===== src/rtl/bcd_scan_display.sv =====
// Six-digit multiplexed seven-segment scanner for an HH:MM:SS BCD timer.
// Latches a per-frame snapshot, blanks leading hour zeros, blinks separators.
module bcd_scan_display #(
  parameter int SCAN_DIV     = 4,
  parameter int BLINK_FRAMES = 8
) (
  input  logic       clk,
  input  logic       rst,
  input  logic       en,
  input  logic [3:0] x5,
  input  logic [3:0] x4,
  input  logic [3:0] x3,
  input  logic [3:0] x2,
  input  logic [3:0] x1,
  input  logic [3:0] x0,
  output logic [6:0] seg,
  output logic       dp,
  output logic [5:0] an
);

  localparam int HW = (SCAN_DIV > 1) ? $clog2(SCAN_DIV) : 1;
  localparam int FW = (BLINK_FRAMES > 1) ? $clog2(BLINK_FRAMES) : 1;
  localparam logic [HW-1:0] HC_MAX = HW'(SCAN_DIV - 1);
  localparam logic [FW-1:0] FC_MAX = FW'(BLINK_FRAMES - 1);

  typedef enum logic {IDLE, SCAN} state_t;

  state_t          st, st_n;
  logic [2:0]      idx, idx_n;
  logic [HW-1:0]   hc, hc_n;
  logic [FW-1:0]   fc, fc_n;
  logic            bp, bp_n;
  logic [5:0][3:0] s, s_n;
  logic [6:0]      seg_n;
  logic            dp_n;
  logic [5:0]      an_n;
  logic            load, show;
  logic [3:0]      dig;

  function automatic logic [6:0] dec(input logic [3:0] v);
    case (v)
      4'd0:    dec = 7'h3F;
      4'd1:    dec = 7'h06;
      4'd2:    dec = 7'h5B;
      4'd3:    dec = 7'h4F;
      4'd4:    dec = 7'h66;
      4'd5:    dec = 7'h6D;
      4'd6:    dec = 7'h7D;
      4'd7:    dec = 7'h07;
      4'd8:    dec = 7'h7F;
      4'd9:    dec = 7'h6F;
      default: dec = 7'h40;
    endcase
  endfunction

  always_comb begin
    st_n  = st;
    idx_n = idx;
    hc_n  = hc;
    fc_n  = fc;
    bp_n  = bp;
    s_n   = s;
    seg_n = seg;
    dp_n  = dp;
    an_n  = an;
    load  = 1'b0;
    show  = 1'b0;
    dig   = 4'd0;
    if (!en) begin
      st_n  = IDLE;
      idx_n = 3'd5;
      hc_n  = '0;
      fc_n  = '0;
      bp_n  = 1'b0;
      seg_n = '0;
      dp_n  = 1'b0;
      an_n  = '0;
    end else if (st == IDLE) begin
      st_n = SCAN;
      load = 1'b1;
    end else if (hc == HC_MAX) begin
      hc_n = '0;
      if (idx == 3'd0) begin
        load = 1'b1;
        if (fc == FC_MAX) begin
          fc_n = '0;
          bp_n = ~bp;
        end else begin
          fc_n = fc + 1'b1;
        end
      end else begin
        idx_n = idx - 3'd1;
        show  = 1'b1;
      end
    end else begin
      hc_n = hc + 1'b1;
    end
    // Frame start: capture inputs and decode digit 5 from them directly
    if (load) begin
      s_n   = {x5, x4, x3, x2, x1, x0};
      idx_n = 3'd5;
      hc_n  = '0;
      show  = 1'b1;
    end
    if (show) begin
      case (idx_n)
        3'd5:    dig = s_n[5];
        3'd4:    dig = s_n[4];
        3'd3:    dig = s_n[3];
        3'd2:    dig = s_n[2];
        3'd1:    dig = s_n[1];
        default: dig = s_n[0];
      endcase
      an_n  = 6'b1 << idx_n;
      seg_n = dec(dig);
      if (idx_n == 3'd5 && s_n[5] == 4'd0)
        seg_n = '0;
      if (idx_n == 3'd4 && s_n[5] == 4'd0 && s_n[4] == 4'd0)
        seg_n = '0;
      dp_n = bp_n && (idx_n == 3'd4 || idx_n == 3'd2);
    end
  end

  always_ff @(posedge clk) begin
    if (rst) begin
      st  <= IDLE;
      idx <= 3'd5;
      hc  <= '0;
      fc  <= '0;
      bp  <= 1'b0;
      s   <= '0;
      seg <= '0;
      dp  <= 1'b0;
      an  <= '0;
    end else begin
      st  <= st_n;
      idx <= idx_n;
      hc  <= hc_n;
      fc  <= fc_n;
      bp  <= bp_n;
      s   <= s_n;
      seg <= seg_n;
      dp  <= dp_n;
      an  <= an_n;
    end
  end

endmodule

===== config.mk =====
export PLATFORM = sky130hd
export DESIGN_NAME = bcd_scan_display
export DESIGN_NICKNAME = d
export VERILOG_FILES = /design/src/rtl/bcd_scan_display.sv
export SDC_FILE = /design/constraint.sdc
export NUM_CORES = 1
export LEC_CHECK = 0
export BUFFER_PORTS_ARGS = -buffer_cell sky130_fd_sc_hd__buf_2
export CAP_MARGIN = 40
export CORE_MARGIN = 2
export CORE_UTILIZATION = 35
export DETAILED_ROUTE_END_ITERATION = 8
export SYNTH_ARGS = -nofsm -noshare
export SYNTH_HDL_FRONTEND = slang
export SYNTH_SLANG_ARGS = --single-unit

===== constraint.sdc =====
create_clock -name clk -period 2.8 [get_ports clk]
set_clock_uncertainty 0.15 [all_clocks]
set_input_delay 0.84 -clock clk [delete_from_list [all_inputs] [get_ports clk]]
set_output_delay 0.84 -clock clk [all_outputs]
set_load 0.005 [all_outputs]

# ---- Word-level counts from Yosys, hierarchy flattened
# Memory sizes are Yosys's and may differ from the RTL's.
# Cells that the tools add are included.
dict set report totals {
  regBits 48
  rom_bits 112
  in_bits 27
  output_inout_bits 14
  elab_cells 73
  n_memories 1
}
dict set report op_classes {
  add_sub_neg 3
  eq_ne 8
  shifts 1
  n_mux 33
  bitwise_logic 2
  n_reduce_logical 11
}
# memory depth width read_ports rd_ports_with_merged_regs wr line_no
set mem_list {}
lappend mem_list {{(no name shown)} 16 7 1 0 0 41} ;# case (v)
# operator n
set op_table {}
lappend op_table {{$mux 7} 4}
lappend op_table {{$mux 24} 1}
lappend op_table {{$pmux 4 s5} 1}
lappend op_table {{$mux 3} 6}
lappend op_table {{$mux 1} 17}
lappend op_table {{$mux 6} 2}
lappend op_table {{$eq 3x3->1 const B} 3}
lappend op_table {{$logic_not 4->1} 2}
lappend op_table {{$eq 3x2->1 const B} 2}
lappend op_table {{$shl 1x3->6 const A} 1}
lappend op_table {{$logic_and 1x1->1} 4}
lappend op_table {{$mux 4} 1}
lappend op_table {{$add 3x1->3 const B} 1}
lappend op_table {{$eq 3x1->1 const B} 1}
lappend op_table {{$logic_not 3->1} 1}
lappend op_table {{$reduce_and 3->1} 1}
lappend op_table {{$reduce_or 3->1} 1}
lappend op_table {{$sub 3x1->3 const B} 1}
lappend op_table {{$add 2x1->2 const B} 1}
lappend op_table {{$eq 2x2->1 const B} 1}
lappend op_table {{$mux 2} 1}
lappend op_table {{$ne 2x1->1 const B} 1}
lappend op_table {{$not 1->1} 2}
lappend op_table {{$reduce_or 2->1} 1}
lappend op_table {{$logic_or 1x1->1} 1}

# ---- Depth between registers and ports, before layout
# An unclocked memory read counts as a cell.
dict set report logic_depth {
  word_depth 13
  ltp_mapped 13
  mapped_depth_nobuf 12
}

# ---- Least setup slack after synthesis
# Ideal clock, no wire load.
dict set report synth_timing {
  kind {register -> register}
  start {reg idx[0]}
  end {reg seg[1]}
  setup_time_ns 0.086
  t_arrival_ns 2.821
  required_time_ns 2.564
  slack_ns -0.258
  path_stages_with_launch 13
  path_buffers 1
  period_less_slack_ns 3.058
  path_cell_list {dfxtp_1 > inv_1 > ha_1 > nand3b_4 > a21oi_4 > buf_6 > mux2i_1 > nor2_1 > o41ai_4 > inv_1 > ha_1 > o21ai_1 > a221oi_2}
}
dict set report synth_between {
  elab_chain_cells 13
  word_cells_on_any_way 34
  cone_classes {add/sub (1); eq/ne (6); mux (20); reduce/logical (6); memory (1)}
}
# item line_no
set synth_rtl {}
lappend synth_rtl {{start: declaration} 29} ;# logic [2:0] idx, idx_n;
lappend synth_rtl {{start signal: assignment} 137} ;# idx <= idx_n;
lappend synth_rtl {{$sub 3x1->3 / $logic_not 3->1 (equally long branches)} {92, 83}}
lappend synth_rtl {{$mux 3 / $mux 1 (equally long branches)} 83} ;# if (idx == 3'd0) begin
lappend synth_rtl {{$mux 3 / $mux 1 (equally long branches)} 81} ;# end else if (hc == HC_MAX) begin
lappend synth_rtl {{$mux 3 / $mux 1 (equally long branches)} 78} ;# end else if (st == IDLE) begin
lappend synth_rtl {{$mux 3 / $mux 1 (equally long branches)} 69} ;# if (!en) begin
lappend synth_rtl {{$mux 3} 99} ;# if (load) begin
lappend synth_rtl {{$eq 3x1->1 (tied with other cells)} 106} ;# case (idx_n)
lappend synth_rtl {{$pmux 4 s5} 106}
lappend synth_rtl {{$mux 4} 105} ;# if (show) begin
lappend synth_rtl {{$mem_v2 16x7} -}
lappend synth_rtl {{$mux 7} 116} ;# if (idx_n == 3'd5 && s_n[5] == 4'd0)
lappend synth_rtl {{$mux 7} 118} ;# if (idx_n == 3'd4 && s_n[5] == 4'd0 && s_n[4] == 4'd0)
lappend synth_rtl {{$mux 7} 105}
lappend synth_rtl {{end signal: assignment} 142} ;# seg <= seg_n;
lappend synth_rtl {{end: declaration} 16} ;# output logic [6:0] seg,
# Several ways; a longest one is shown, not always the timed one. The select of a mux whose other input is x is not followed.
# A chain may end at the register's enable or synchronous reset.

# ---- Final worst setup path
# Ends and elaborated chain as after synthesis.

==> metrics <==
status finished, violations left; failing checks negative setup slack; startpoint types flop; RSZ-0062 raised after global routing yes; H-tree level count 2; largest net degree at the start of global routing 27; drt via density 5.11; EDFF count, synth 0; Crit. path cell count 12; Avg Cell Area, Syn 9.48 um^2; Worst path most repeated cell ha_4; Routed met3 length 344 um; maximum clock path buffer count 2; initial antenna violation count 0; final antenna diode count 0; IR drop worst, VDD 0.327 mV; Post-DP HPWL 5040 um; Min Hold Slack 316 ps; Final min period 2900 ps; critical path's slowest cell o41ai_4; die area 8210 um^2; Syn Nets 314; IO Count 41; Adder-Cell Fraction of Synth Area 4.76%; gr usage total 18.1%; Critical R2R Launch idx[0]; pre-CTS setup slack -373 ps; post-synthesis xor/xnor area fraction 0.333%; Max-Cap Viols 0; min-delay worst type flop to flop; Total Routed Length 7510 um; multiplexer share of the synthesized area 11.1%; Lkg Pwr 0.00163 uW; Final ANT Viol Nets 0; CP max FO 6; Die Ht 90.6 um; period utilisation layout 103%; synthesized area 2630 um^2; Slew Limit Fails 0; Initial Util 36.2%; Port Buffers 40; Unique masters post-synth 54; Setup WS post-layout -95.1 ps; core region area 7250 um^2; WL/cell 15.3 um; Synth Area in Compound Gates 23.5%; critical path type flop to flop; total power 1580 uW; Buf/Inv on CP 3; Routed met2 length 3870 um; Final #Nets 427; fmax 345 MHz; worst-margin pin slew 484 ps; routability congestion estimate 0.895; CP endpoint kind flop; Final TNS setup -240 ps; Rel. slew slack 67.4%; layout cell share with drive strength beyond 1 48.8%; simple-gate share of the synthesized area 18.3%; total grt overflow 0; P&R area growth vs syn 49.9%; ys async rst share 0%; main combinational cell family by area after synthesis compound AO/OA/AOI/OAI gates; final hold viol count 0; # clock sinks 48; vias in the first global route 2,532; Worst-Skew Late Latency 300 ps; FF-to-FF path depth 12; Required @ worst endpoint 2870 ps; die width 90.6 um; top sig layer met4; P per Cell Area 401 nW/um^2; post-route design area 3940 um^2; first-pass detailed-route iteration total 4; CTS clk-pin slew, worst paths 90 ps; Post-route DRC 0; M1 wire length 3080 um; synthesized flop and latch total 48; CTS tree built; Setup crit start idx[0]; crit path to seg[1]; Via Count 2,502; Gate Count Post-Synth 277; Crit path max-delay family compound AO/OA/AOI/OAI gates; CTS Hold Bufs 0; Root Buffer clkbuf_8; setup violators final 6; max incr delay on CP 420 ps; # rows 31; global-route wire length before repair 12,000 um; reg-to-reg slack, setup -100 ps; worst r2r dst seg[1]; top_reg_cell synth dfxtp_1; placed cell area 3350 um^2; Detailed Route Iter0 Violations 130; CP arrival 2960 ps; CP cell instances inv_4 > ha_4 > nand3b_4 > a21oi_4 > buf_12 > mux2i_4 > o22ai_2 > o41ai_4 > inv_1 > ha_4 > o21ai_1 > a221oi_2; synth warn 0; sequential element share of the synthesized area 36.6%; TritonCTS Buffers 5
flip-flops by register name, summed over array words and instances (netlist names):
signal  cells
seg         7
s          24
idx         3
bp          1
st          1
an          6
fc          3
hc          2
dp          1
report_power, final:
group	switching, uW	internal [uW]	total [uW]
registers	17.9	712	730
clock network	249	292	541
logic	141	166	308
total	408	1170	1580
cells in the mapped netlist, types with 2 or more instances:
cell type  count  area share (%)
a211oi_1       5             1.4
ha_1          10             4.8
o22ai_2        2            0.95
nor4_1         6             1.4
dfxtp_1       48              37
o211ai_1      11             3.1
o21ai_1        2            0.38
o21ai_2        2            0.67
inv_1         11             1.6
and2_1         3            0.71
nor3_1         2            0.38
o31ai_4        2             1.6
o21a_1         2            0.57
buf_6          6             2.6
nand2_1       19             2.7
o31a_1         2            0.67
o221ai_1       2            0.67
a21oi_1       14             2.7
nor2b_1        4            0.95
mux2i_1       28              11
o41ai_4        2             2.1
o41ai_2        2             1.2
clkbuf_1       5            0.71
nor2_1        48             6.9
o22ai_1        5             1.2
nand3_1        6             1.1
kinds of logic (layout without fill, tap and decap cells):
logic type,after synthesis,after routing
flops,48,48
buf+inv,24,138
fa+ha+maj,10,10
compound gates,65,65
mux,29,29
simple gates,100,100
xor+xnor,1,1
layout make-up:
type	instances	area (um^2)
fillers	653	3320
multi-input cells	205	1820
flip-flops and latches	48	966
repair buffers	119	852
well taps	99	124
clock buffers	6	82.6
inverters	11	58.8
clock inverters	2	38.8
tightest hold or removal path: cells and delay by family, from the launching register on:
kind | cells | cell delay, ps
flip-flops | 1 | 320
AO/OA/AOI/OAI | 1 | 50
AND/OR/NAND/NOR | 1 | 50
through the flow:
step	util, %	cells
floorplan	-	277
CTS	52.5	486
detailed placement	46.1	462
finish	54.3	490
global placement	46.1	462
global route	54.3	490
metal layers:
metal	up-vias	GRT usage, %
met3	17	2.92
met5	-	0
met4	0	7.31
li1	1232	-
met2	62	30.7
met1	1191	22.7
cell usage in the layout (no fill, tap or decap), types with 2 or more instances in the layout:
master,instances
a211oi_1,4
a21oi_1,12
a21oi_2,2
and2_1,3
buf_12,3
buf_2,39
buf_4,72
buf_6,5
clkbuf_8,6
dfxtp_1,44
dfxtp_2,4
ha_1,4
ha_4,5
inv_1,6
inv_2,2
inv_4,2
mux2i_1,13
mux2i_2,5
mux2i_4,10
nand2_1,19
nand3_1,5
nor2_1,46
nor2b_1,3
nor3_1,2
nor4_1,5
o211ai_1,11
o21a_1,2
o21ai_1,2
o21ai_2,2
o221ai_1,2
o22ai_1,2
o22ai_2,4
o31a_1,2
o31ai_4,2
o41ai_4,3
how the worst min path moves through the flow:
| stage | from | to | slack, ps | cells after the start |
|---|---|---|---|---|
| final | fc[2] | fc[2] | 320 | 2 |
| after global routing | fc[2] | fc[2] | 350 | 2 |
| after CTS | fc[2] | fc[2] | 320 | 2 |
| after detailed placement | fc[2] | fc[2] | 300 | 2 |
| after global placement | fc[2] | fc[2] | 300 | 2 |
| after floorplan | hc[0] | hc[0] | 250 | 1 |
timing repair:
item / 4_1_cts / 5_1_grt
setup endpoints to repair: 7 / 7
endpoints found under the hold margin: 0 / 0
resized for setup: 36 / 29
setup buffers: 15 / 9
cloned: 2 / 0
pin swaps: 16 / 17
Power figures use the tool's default switching activity.
